## src/rtl/mc_control_fsm.sv

```systemverilog
// Multi-cycle MIPS-subset control FSM driving the ALU control interface and datapath enables.
// Optional MC_CONTROL_BNE_EN adds a BNE state for opcode 000101 (otherwise it traps).
module mc_control_fsm #(
  parameter int unsigned MEM_TIMEOUT = 16
) (
  input  logic       clk,
  input  logic       reset,
  input  logic [5:0] opcode,
  input  logic [5:0] funct,
  input  logic       zero,
  input  logic       mem_ready,
  output logic [3:0] ALUoperation,
  output logic       ALUsrc,
  output logic       IRWrite,
  output logic       IorD,
  output logic       MemRead,
  output logic       MemWrite,
  output logic       RegWrite,
  output logic       RegDst,
  output logic       MemtoReg,
  output logic       PCWrite,
  output logic [1:0] PCSrc,
  output logic       illegal_instr,
  output logic       mem_timeout,
  output logic       instr_done,
  output logic [3:0] state_dbg
);

  localparam logic [3:0] S_FETCH    = 4'd0;
  localparam logic [3:0] S_DECODE   = 4'd1;
  localparam logic [3:0] S_EXEC_R   = 4'd2;
  localparam logic [3:0] S_R_WB     = 4'd3;
  localparam logic [3:0] S_EXEC_I   = 4'd4;
  localparam logic [3:0] S_I_WB     = 4'd5;
  localparam logic [3:0] S_MEM_ADDR = 4'd6;
  localparam logic [3:0] S_MEM_RD   = 4'd7;
  localparam logic [3:0] S_MEM_WB   = 4'd8;
  localparam logic [3:0] S_MEM_WR   = 4'd9;
  localparam logic [3:0] S_BRANCH   = 4'd10;
  localparam logic [3:0] S_JUMP     = 4'd11;
  localparam logic [3:0] S_TRAP     = 4'd12;
`ifdef MC_CONTROL_BNE_EN
  localparam logic [3:0] S_BNE      = 4'd13;
  localparam logic [5:0] OP_BNE     = 6'h05;
`endif

  localparam logic [5:0] OP_RTYPE = 6'h00;
  localparam logic [5:0] OP_J     = 6'h02;
  localparam logic [5:0] OP_BEQ   = 6'h04;
  localparam logic [5:0] OP_ADDI  = 6'h08;
  localparam logic [5:0] OP_LW    = 6'h23;
  localparam logic [5:0] OP_SW    = 6'h2B;

  localparam logic [3:0] ALU_AND = 4'b0000;
  localparam logic [3:0] ALU_OR  = 4'b0001;
  localparam logic [3:0] ALU_ADD = 4'b0010;
  localparam logic [3:0] ALU_SUB = 4'b0110;
  localparam logic [3:0] ALU_SLT = 4'b0111;

  localparam bit          TO_EN   = (MEM_TIMEOUT != 0);
  localparam logic [15:0] TO_LAST = TO_EN ? 16'(MEM_TIMEOUT - 1) : 16'd0;

  logic [3:0]  state, next_state;
  logic [5:0]  op_q, funct_q;
  logic [15:0] wait_cnt;
  logic        stalled, timed_out;

  function automatic logic funct_ok(input logic [5:0] fn);
    return (fn == 6'h20) || (fn == 6'h22) || (fn == 6'h24) ||
           (fn == 6'h25) || (fn == 6'h2A);
  endfunction

  function automatic logic [3:0] funct_to_alu(input logic [5:0] fn);
    case (fn)
      6'h22:   return ALU_SUB;
      6'h24:   return ALU_AND;
      6'h25:   return ALU_OR;
      6'h2A:   return ALU_SLT;
      default: return ALU_ADD;
    endcase
  endfunction

  // wait_cnt holds the number of earlier stall cycles, so equality with
  // MEM_TIMEOUT-1 while stalled means this is the MEM_TIMEOUT-th stall cycle.
  assign stalled   = ((state == S_FETCH) || (state == S_MEM_RD) || (state == S_MEM_WR)) && !mem_ready;
  assign timed_out = TO_EN && stalled && (wait_cnt == TO_LAST);
  assign state_dbg = state;

  always_comb begin
    next_state = state;
    case (state)
      S_FETCH:    if (mem_ready) next_state = S_DECODE;
      S_DECODE: begin
        case (opcode)
          OP_RTYPE:     next_state = funct_ok(funct) ? S_EXEC_R : S_TRAP;
          OP_LW, OP_SW: next_state = S_MEM_ADDR;
          OP_ADDI:      next_state = S_EXEC_I;
          OP_BEQ:       next_state = S_BRANCH;
`ifdef MC_CONTROL_BNE_EN
          OP_BNE:       next_state = S_BNE;
`endif
          OP_J:         next_state = S_JUMP;
          default:      next_state = S_TRAP;
        endcase
      end
      S_EXEC_R:   next_state = S_R_WB;
      S_EXEC_I:   next_state = S_I_WB;
      S_MEM_ADDR: next_state = (op_q == OP_LW) ? S_MEM_RD : S_MEM_WR;
      S_MEM_RD: begin
        if (mem_ready)      next_state = S_MEM_WB;
        else if (timed_out) next_state = S_FETCH;
      end
      S_MEM_WR:   if (mem_ready || timed_out) next_state = S_FETCH;
      default:    next_state = S_FETCH;
    endcase
  end

  always_ff @(posedge clk) begin
    if (reset) begin
      state    <= S_FETCH;
      op_q     <= 6'd0;
      funct_q  <= 6'd0;
      wait_cnt <= 16'd0;
    end else begin
      state <= next_state;
      if (state == S_DECODE) begin
        op_q    <= opcode;
        funct_q <= funct;
      end
      wait_cnt <= (TO_EN && stalled && !timed_out) ? wait_cnt + 16'd1 : 16'd0;
    end
  end

  always_comb begin
    ALUoperation  = 4'b0000;
    ALUsrc        = 1'b0;
    IRWrite       = 1'b0;
    IorD          = 1'b0;
    MemRead       = 1'b0;
    MemWrite      = 1'b0;
    RegWrite      = 1'b0;
    RegDst        = 1'b0;
    MemtoReg      = 1'b0;
    PCWrite       = 1'b0;
    PCSrc         = 2'b00;
    illegal_instr = 1'b0;
    mem_timeout   = 1'b0;
    instr_done    = 1'b0;
    if (!reset) begin
      case (state)
        S_FETCH: begin
          MemRead = !timed_out;
          IRWrite = mem_ready;
          PCWrite = mem_ready;
        end
        S_EXEC_R: ALUoperation = funct_to_alu(funct_q);
        S_R_WB: begin
          ALUoperation = funct_to_alu(funct_q);
          RegWrite     = 1'b1;
          RegDst       = 1'b1;
          instr_done   = 1'b1;
        end
        S_EXEC_I, S_MEM_ADDR: begin
          ALUoperation = ALU_ADD;
          ALUsrc       = 1'b1;
        end
        S_I_WB: begin
          ALUoperation = ALU_ADD;
          ALUsrc       = 1'b1;
          RegWrite     = 1'b1;
          instr_done   = 1'b1;
        end
        S_MEM_RD: begin
          ALUoperation = ALU_ADD;
          ALUsrc       = 1'b1;
          IorD         = 1'b1;
          MemRead      = !timed_out;
        end
        S_MEM_WB: begin
          RegWrite   = 1'b1;
          MemtoReg   = 1'b1;
          instr_done = 1'b1;
        end
        S_MEM_WR: begin
          ALUoperation = ALU_ADD;
          ALUsrc       = 1'b1;
          IorD         = 1'b1;
          MemWrite     = !timed_out;
          instr_done   = mem_ready;
        end
        S_BRANCH: begin
          ALUoperation = ALU_SUB;
          PCSrc        = 2'b01;
          PCWrite      = zero;
          instr_done   = 1'b1;
        end
`ifdef MC_CONTROL_BNE_EN
        S_BNE: begin
          ALUoperation = ALU_SUB;
          PCSrc        = 2'b01;
          PCWrite      = !zero;
          instr_done   = 1'b1;
        end
`endif
        S_JUMP: begin
          PCWrite    = 1'b1;
          PCSrc      = 2'b10;
          instr_done = 1'b1;
        end
        S_TRAP: begin
          illegal_instr = 1'b1;
          instr_done    = 1'b1;
        end
        default: ;
      endcase
      mem_timeout = timed_out;
    end
  end

endmodule

```

## config.mk

```make
export PLATFORM = sky130hd
export DESIGN_NAME = mc_control_fsm
export DESIGN_NICKNAME = d
export VERILOG_FILES = /design/src/rtl/mc_control_fsm.sv
export SDC_FILE = /design/constraint.sdc
export NUM_CORES = 1
export LEC_CHECK = 0
export CORE_MARGIN = 1.5
export CORE_UTILIZATION = 31
export DETAILED_ROUTE_END_ITERATION = 7
export GPL_ROUTABILITY_DRIVEN = 0
export PLACE_DENSITY = 0.52
export SYNTH_ARGS = -nofsm -noshare
export SYNTH_HDL_FRONTEND = slang
export SYNTH_SLANG_ARGS = --single-unit
```

## constraint.sdc

```tcl
create_clock -name clk -period 5.2 [get_ports clk]
set_input_delay 1.04 -clock clk [delete_from_list [all_inputs] [get_ports clk]]
set_output_delay 1.04 -clock clk [all_outputs]
set_load 0.02 [all_outputs]
```

==> qor.yml <==
grt_max_degree: 24
place_area_sq_mm: 0.002236
design_area_sq_mm: 0.002323
crit_required_ns: 4.16
async_flop_share_pct: 0
cts.sinks: 32
io_pins: 38
fin_crit_sh_pct: 80.68
startpoint_type: "input port"
rr_endpoint: "state_dbg[3]"
min_period_ns: 4.195
setup_tns_ns: 0
hold_buffers: 0
totalWireLength_um: 4434
netlist.area_leader.share_pct: 34.27
skew_ns: 0.01092
seq_area_frac_synth_pct: 34.27
rr_worst_depth: 5
powerDensity_mw_per_mm2: 433.2
max-cap-violations: 0
clk_latency_ns: 0.28
final_util_pct: 39.48
setup-violations-final: 0
clk_path_buf_depth: 2
timing.rr.start: "state_dbg[3]"
fin_nets: 288
synth_top_area_cell: "dfxtp_1"
synthFlopType: "dfxtp_1"
cts-resized-gates: 0
chipWidth_um: 80.65
cts_buffers: 5
drv_slew: 0
fmax_mhz: 238.4
syn_area_sq_mm: 0.001869
grt_pass1_vias: 1587
root_buffer: "clkbuf_8"
io_buffer_count: 36
synth_edf_count: 0
whs_path_depth: 2
leakagePower_nw: 0.7482
avgSynthCellArea_sq_um: 7.630
relSlewSlack_pct: 47.17
die_h_um: 80.65
worstPathArrival_ns: 3.16
ir_drop_mv: 0.1547
synthToLayoutAreaGrowth_pct: 24.30
cts_setup_buffers: 0
synth_cells: 245
drive_above_1_share_pct: 7.353
initial_utilization_pct: 31.76
die_area_sq_mm: 0.006504
tightestPinTransition_ns: 0.7914
endpoint_kind: "output pin"
hold_path_class: "flip-flop to flip-flop"
hp-start: "op_q[5]"
vias_per_cell: 4.939
dpl.hpwl_um: 3234
yosysMostFrequentCell: "nand2_1"
core_sq_mm: 0.005886
grt_pass1_wl_um: 7521
track_usage_pct: 14.95
rrSetupSlack_ns: 3.15
hold_violations: 0
routedWlPerCell_um: 12.78
min_to: "op_q[5]"
antenna_cells: 0
synthTopCellsByCount: "39 x nand2_1, 38 x nor2_1, 32 x dfxtp_1, 17 x a21oi_1, 13 x clkbuf_1"
antenna_found_initial: 0
antenna_left: 0
critPathKind: "input port to output pin"
clk_pin_slew_worst_paths_ns: 0.07
drcViolationCount: 0
drt-initial-drc-count: 97
grt.overflow.total: 0
cp-startpoint: "reset"
outcome: "finished clean"
first_pass_iters: 4
vias: 1714
synth_nets: 262
cts-htree-levels: 2
cts_tree: "built"
synth.distinct_cells: 50
rsz0062_at_grt: "false"
worst-path-max-fanout: 16
ys_seq_elements: 32
synth.area.top_cells: "dfxtp_1 34%, nand2_1 7.8%, nor2_1 7.6%, a21oi_1 4.6%, xnor2_1 4.2%"
fp-row-count: 28
ys_warn_count: 0
-- critical path: stages --
cell	delay, ns
clkdlybuf4s50_1	0.67
buf_4	0.34
nor4b_1	0.41
clkdlybuf4s50_1	0.68
-- how the worst max path moves through the flow --
stage | end | slack, ns | cells after the start
after detailed placement | illegal_instr | 1.06 | 4
after global placement | ALUoperation[0] | 1.13 | 5
after floorplan | instr_done | 1.76 | 2
final | illegal_instr | 1.00 | 4
after global routing | illegal_instr | 0.92 | 4
after CTS | illegal_instr | 1.03 | 4
-- cells in the final DEF (no fill, tap or decap), types with 7 or more instances in the layout --
cell	n
a21oi_1	17
clkdlybuf4s50_1	36
dfxtp_1	32
nand2_1	39
nand3_1	9
nand4_1	7
nor2_1	38
nor3_1	7
xnor2_1	9
xor2_1	8
-- through the flow --
step	power, mW	hold WS (ns)	worst slack [ns]	std cells
global route	1.082	0.4820	0.9157	347
finish	1.006	0.4570	1.005	347
detailed placement	0.8275	0.4483	1.057	339
global placement	0.8295	0.4400	1.125	339
CTS	1.018	0.4578	1.031	347
floorplan	0.6981	0.4294	1.761	245
-- kinds of logic (layout without fill, tap and decap cells) --
group / after synthesis / after routing / share of synthesized area [%]
flip-flops: 32 / 32 / 34.27
multiplexers: 2 / 2 / 1.138
adder cells (fa/ha/maj): 2 / 2 / 1.272
buffers and inverters: 19 / 46 / 5.288
XOR/XNOR: 17 / 17 / 7.966
other: 1 / 1 / 0.2006
AO/OA/AOI/OAI: 38 / 38 / 14.46
AND/OR/NAND/NOR: 134 / 134 / 35.41
-- cell type report --
cell class / count / area (sq um)
fillers: 637 / 3562
multi-input cells: 194 / 1130
flip-flops and latches: 32 / 640.6
repair buffers: 37 / 367.9
well taps: 75 / 93.84
clock buffers: 5 / 68.82
clock inverters: 3 / 18.77
inverters: 1 / 3.754
-- per-layer routing --
| metal | track usage, % | share of wire (%) |
|---|---|---|
| met5 | 0 | 0 |
| met2 | 21.09 | 42 |
| met4 | 4.138 | 0.59 |
| met1 | 21.83 | 53 |
| met3 | 4.205 | 4.7 |
-- sequential cells by signal, indices dropped and copies added, names as in the netlist --
register / count
funct_q: 6
op_q: 6
wait_cnt: 16
state_dbg: 4
-- where the power goes --
part	internal [mW]	total [mW]	switching, mW	leakage (nW)
Clock	0.0931	0.188	0.0948	0.0479
Sequential	0.287	0.377	0.0900	0.260
Combinational	0.205	0.442	0.237	0.441
Power figures use the tool's default switching activity.
